<file path="config.mk">
export PLATFORM = sky130hd
export DESIGN_NAME = pipeline_stall_ctrl
export DESIGN_NICKNAME = d
export VERILOG_FILES = /design/src/rtl/pipeline_stall_ctrl.sv
export SDC_FILE = /design/constraint.sdc
export NUM_CORES = 1
export LEC_CHECK = 0
export ABC_AREA = 1
export BUFFER_PORTS_ARGS = -buffer_cell sky130_fd_sc_hd__buf_2
export CORE_MARGIN = 2
export CORE_UTILIZATION = 28
export DETAILED_ROUTE_END_ITERATION = 7
export PLACE_DENSITY_LB_ADDON = 0.25
export SLEW_MARGIN = 20
export SYNTH_ARGS = -nofsm -noshare
export SYNTH_HDL_FRONTEND = slang
export SYNTH_SLANG_ARGS = --single-unit
</file>
<file path="constraint.sdc">
create_clock -name clk -period 1.35 [get_ports clk]
set_clock_uncertainty 0.1 [all_clocks]
set_input_delay 0.135 -clock clk [delete_from_list [all_inputs] [get_ports clk]]
set_output_delay 0.135 -clock clk [all_outputs]
set_load 0.01 [all_outputs]
</file>
<file path="src/rtl/pipeline_stall_ctrl.sv">
// Central pipeline stall controller: merges per-stage stall requests into the
// {WB,MEM,EX,ID,IF,PC} stall bus and sequences the multi-cycle mul/div unit.
module pipeline_stall_ctrl #(
  parameter int unsigned DIV_CYCLES = 33,
  parameter int unsigned MUL_CYCLES = 2,
  parameter int unsigned CNT_W      = 6
) (
  input  logic       clk,
  input  logic       rst,
  input  logic       if_inst_wait,
  input  logic       id_stallreq,
  input  logic       ex_mdu_req,
  input  logic       ex_mdu_is_div,
  input  logic       mem_data_wait,
  output logic [5:0] stall,
  output logic       mdu_busy,
  output logic       mdu_done,
  output logic       id_inst_hold
);

  localparam int unsigned STALL_W = 6;

  // Each mask freezes its own stage and everything upstream of it.
  localparam logic [STALL_W-1:0] MASK_MEM = 6'b011111;
  localparam logic [STALL_W-1:0] MASK_MDU = 6'b001111;
  localparam logic [STALL_W-1:0] MASK_ID  = 6'b000111;
  localparam logic [STALL_W-1:0] MASK_IF  = 6'b000011;

  localparam logic [CNT_W-1:0] DIV_LOAD = CNT_W'(DIV_CYCLES - 1);
  localparam logic [CNT_W-1:0] MUL_LOAD = CNT_W'(MUL_CYCLES - 1);
  localparam logic [CNT_W-1:0] CNT_ONE  = CNT_W'(1);

  typedef enum logic [1:0] {
    S_IDLE = 2'd0,
    S_BUSY = 2'd1,
    S_DONE = 2'd2
  } mdu_state_t;

  mdu_state_t       state;
  mdu_state_t       state_next;
  logic [CNT_W-1:0] cnt;
  logic [CNT_W-1:0] cnt_next;
  logic             mdu_stall;
  logic             hold_r;

  // MDU state and countdown register
  always_ff @(posedge clk) begin
    if (rst) begin
      state <= S_IDLE;
      cnt   <= '0;
    end else begin
      state <= state_next;
      cnt   <= cnt_next;
    end
  end

  // MDU next-state, counter and stall request
  always_comb begin
    state_next = state;
    cnt_next   = cnt;
    mdu_stall  = 1'b0;
    unique case (state)
      S_IDLE: begin
        if (ex_mdu_req) begin
          mdu_stall  = 1'b1;
          cnt_next   = ex_mdu_is_div ? DIV_LOAD : MUL_LOAD;
          state_next = S_BUSY;
        end
      end
      S_BUSY: begin
        mdu_stall = 1'b1;
        cnt_next  = cnt - CNT_ONE;
        if (cnt == CNT_ONE) begin
          state_next = S_DONE;
        end
      end
      S_DONE: begin
        // Only a MEM wait can freeze EX here, so stall[3] reduces to mem_data_wait;
        // keeps the result presented until EX is allowed to advance.
        if (!mem_data_wait) begin
          state_next = S_IDLE;
        end
      end
      default: begin
        state_next = S_IDLE;
        cnt_next   = '0;
      end
    endcase
  end

  // Stall bus: OR of all active masks, forced quiet while in reset
  always_comb begin
    stall = '0;
    if (!rst) begin
      if (mem_data_wait) stall = stall | MASK_MEM;
      if (mdu_stall)     stall = stall | MASK_MDU;
      if (id_stallreq)   stall = stall | MASK_ID;
      if (if_inst_wait)  stall = stall | MASK_IF;
    end
  end

  // Replay flag: set while ID is frozen, released the cycle after it unfreezes
  always_ff @(posedge clk) begin
    if (rst) begin
      hold_r <= 1'b0;
    end else begin
      hold_r <= stall[2];
    end
  end

  assign mdu_busy     = (state == S_BUSY);
  assign mdu_done     = (state == S_DONE);
  assign id_inst_hold = hold_r;

endmodule

</file>
Word-level counts from Yosys, hierarchy flattened
Index checks and enable logic that the tools add are counted.
- bits in registers: 9
- word-level logic and storage cells: 28
- bitwise operators: 1
- $add $sub $neg: 1
- multiplexer cells: 14
- reduce and logical (&&, ||, !) cells: 3
- eq/ne operators: 6
- operator list (operator ; count):
    $pmux W6 S3 ; 1
    $mux W6 ; 2
    $mux W5 ; 2
    $mux W2 ; 4
    $eq A6 B1 Y1 const B ; 1
    $pmux W2 S3 ; 1
    $sub A6 B1 Y6 const B ; 1
    $mux W4 ; 1
    $ne A2 B2 Y1 const B ; 2
    $mux W3 ; 1
    $reduce_and A3 Y1 ; 1
    $eq A2 B1 Y1 const B ; 1
    $eq A2 B2 Y1 const B ; 1
    $logic_not A2 Y1 ; 1
    $ne A2 B1 Y1 const B ; 1
    $pmux W1 S2 ; 1
    $reduce_and A2 Y1 ; 1
    $mux W1 ; 1
    $not A1 Y1 ; 1

Logic depth before layout (Yosys ltp)
- depth in word-level cells: 6
- depth in mapped cells: 6

Worst setup path after synthesis
OpenSTA, ideal clock, no wires.
- path kind: register to output
- start: reg state[1]
- end: out stall[1]
- data arrival time: 1.093 ns
- path buffers: 1
- slack: 0.022 ns
- cell stages (with the launch flop): 7
- path through: dfxtp_1 > inv_2 > nand2_4 > nand2_1 > nor3_2 > o21ai_1 > buf_4
- longest elaborated chain between the ends: 6
- elaborated cells between the ends (all ways): 7
- ends and longest elaborated chain (what ; RTL line ; text):
    start: declaration ; 39 ; mdu_state_t state;
    start signal: assignment ; 52 ; state <= state_next;
    $eq A2 B1 Y1 / $logic_not A2 Y1 (equally long branches) ; 62 ; unique case (state)
    $pmux W1 S2 * ; 62 ;
    $mux W4 * ; 96 ; if (mdu_stall) stall = stall | MASK_MDU;
    $mux W3 * ; 97 ; if (id_stallreq) stall = stall | MASK_ID;
    $mux W2 * ; 98 ; if (if_inst_wait) stall = stall | MASK_IF;
    $mux W5 * ; 94 ; if (!rst) begin
    end: declaration ; 15 ; output logic [5:0] stall,
Every way passes the cells marked *; elsewhere a longest branch is shown, timed or not.

Worst setup path after layout
- start: reg state[1]
- end: out stall[0]
The elaborated chain is that of the path after synthesis.

==> impl_results.md <==
- Status: finished, violations left
- Failing checks: setup timing
- PwrDens: 1130 mW/mm^2
- Critical Path, Cell by Cell: inv_4 -> nand2_4 -> nand2_4 -> nor3_4 -> o21ai_2 -> buf_2
- Final period util: 105%
- Antenna diode count: 0
- Met2 GRT Util: 19.6%
- Layout cells sized above 1: 44.8%
- Crit path largest cell delay: 0.39 ns
- Post-layout nets: 106
- Commonest non-fill, non-tap cells in the layout: 14 x buf_2, 12 x nand2_1, 7 x dfxtp_1
- Maximum vdd drop: 0.428 mV
- Max Cap Violations: 0
- GR Util met3: 2.78%
- Total power: 0.858 mW
- Worst min path class: in -> reg
- Worst setup SP type: flip-flop
- Crit path arrival time: 1.18 ns
- Clock transition at path regs: 0.06 ns
- Worst setup margin: -0.0623 ns
- DR pass1 iterations: 4
- Initial antenna violation count: 0
- Initial DRC Count: 27
- GR Util met1: 16.1%
- Critical path peak fanout: 3
- Worst Setup End Kind: output pin
- Final setup vio count: 4
- Synthesized area: 558 um^2
- H-tree Lvls: 1
- Most frequent CP cell: nand2_4
- FP Rows: 16
- First-pass GRT wire length: 2.26 mm
- Clk buf depth: 2
- Synthesis-to-finish area growth: 36.1%
- CP max-delay cell: dfxtp_4
- Max Clk Rate: 0.708 GHz
- Syn_nets: 83
- Wire per inst: 11.1 um
- Clk_lat worst skew: 0.27 ns
- Vias/cell: 4.67
- Die W: 48.6 um
- Die ar.: 0.00237 mm^2
- P_leak: 0.327 nW
- DP HPWL: 930 um
- RSZ-0062 raised after global routing: true
- Vias: 574
- Max-slew violations: 0
- Non-Filler Cell Area, Final: 759 um^2
- #FFs+latches synth: 9
- Final hold viol count: 0
- TritonCTS buffer count: 3
- Library cells used by synthesis: 26
- Initial Util: 29.0%
- Die Y: 48.6 um
- Crit path kind: reg -> out
- YS warnings: 0
- Commonest non-fill, non-tap cell in the layout: buf_2
- DRC errors left: 0
- Post-synthesis sequential area ratio: 32.3%
- DRT antenna net count: 0
- Final Critical Period: 1.41 ns
- Vias in the first global route: 482
- Port bufs: 14
- Remaining global-route overflow: 0
- CTS tree: built
- Core area: 0.00192 mm^2
- Post-synthesis cell count: 74
- CTS Root Cell: clkbuf_4
- Top-Level Pins: 16
- CTS Sinks: 9
- Synth Area per Inst: 7.54 um^2
- Placed cell area: 657 um^2
- GRT Util Overall: 13.0%
- GRT busiest layer: met2
- Critical Path RT: 1.12 ns
- Pin count of the biggest net entering global routing: 9
- WL final: 1.36 mm
- Final GP Congestion: 0.774
[power by group]
part | switching (mW) | internal (mW)
clock | 0.111 | 0.115
sequential | 0.0337 | 0.297
combinational | 0.171 | 0.131
total | 0.315 | 0.542
[area by class of cell]
class | count | area [um^2]
clock buffer | 4 | 26.3
inverter | 10 | 47.5
multi-input combinational | 52 | 338
sequential | 9 | 188
tap | 27 | 33.8
timing repair buffer | 21 | 126
fill | 219 | 1160
[cell usage after synthesis]
cell type  instances  area share, %
nand2_1           13            8.7
dfxtp_1            9             32
nand3_1            6            5.4
conb_1             1           0.67
nor3_2             1            1.8
o22ai_2            1            2.2
inv_4              1            1.1
inv_1              6            4.0
buf_4              2            2.7
nand4_1            1            1.1
nor2_4             1            2.0
nand2_4            1            2.0
nor2_2             1            1.1
ha_1               2            4.5
a22oi_2            1            2.2
a31oi_1            2            2.2
a21oi_2            1            1.6
buf_2              1           0.90
o21ai_0            2            1.8
nor2_1             7            4.7
o21ai_1            5            4.5
inv_2              3            2.0
nor2_8             1            3.6
a21oi_1            3            2.7
nand2_2            1            1.1
o32ai_2            1            2.9
[metrics by stage]
step | worst slack (ns) | hold slack [ns] | cells | TNS (ns) | utilization [%]
floorplan | 0.0218 | 0.163 | 74 | 0 | -
global placement | 0.0960 | 0.276 | 114 | 0 | 34.2
detailed placement | 0.0778 | 0.273 | 114 | 0 | 34.2
CTS | -0.0754 | 0.00161 | 123 | -0.223 | 39.0
global route | -0.139 | 0.0198 | 123 | -0.501 | 39.5
finish | -0.0623 | 0.0101 | 123 | -0.211 | 39.5
[metal layers]
metal / vias to the layer above / wire (um)
met1: 261 / 590
met4: 0 / 26
met3: 3 / 60
met5: - / 0
met2: 19 / 684
li1: 291 / -
[final timing paths]
kind | slack, ns | from | cells after the start | end
setup / recovery | -0.06 | state[1]$_SDFFE_PP0P_ | 6 | stall[0]
hold / removal | 0.01 | id_stallreq | 3 | id_inst_hold$_SDFF_PP0_
setup reg to reg | 0.16 | cnt[0]$_SDFFE_PP0P_ | 4 | cnt[4]$_SDFFE_PP0P_
hold reg to reg | 0.42 | cnt[1]$_SDFFE_PP0P_ | 2 | cnt[1]$_SDFFE_PP0P_
[critical path, delay by kind of cell (launching register included)]
kind,cells,cell delay (ns)
and+or+nand+nor,3,0.26
DFF,1,0.39
AOI/OAI and AO/OA,1,0.07
buffers and inverters,2,0.19
[state kept, by name, indices dropped and copies added (netlist names)]
| register | flops |
|---|---|
| id_inst_hold | 1 |
| cnt | 6 |
| state | 2 |
[kinds of logic (layout without fill, tap and decap cells)]
kind of cell    Yosys count  in the layout  synth area share [%]
flops                     9              9                  32.3
fa+ha+maj                 2              2                  4.48
other cells               1              1                 0.672
buf+inv                  13             35                  10.8
compound gates           16             16                  20.2
simple gates             33             33                  31.6
[what timing repair did]
action	4_1_cts	5_1_grt
hold buffers	0	0
resized for setup	10	3
buffers inserted	5	0
setup endpoints to repair	4	6
pin swaps	2	1
Note: power is estimated with default switching activity, not from simulation.
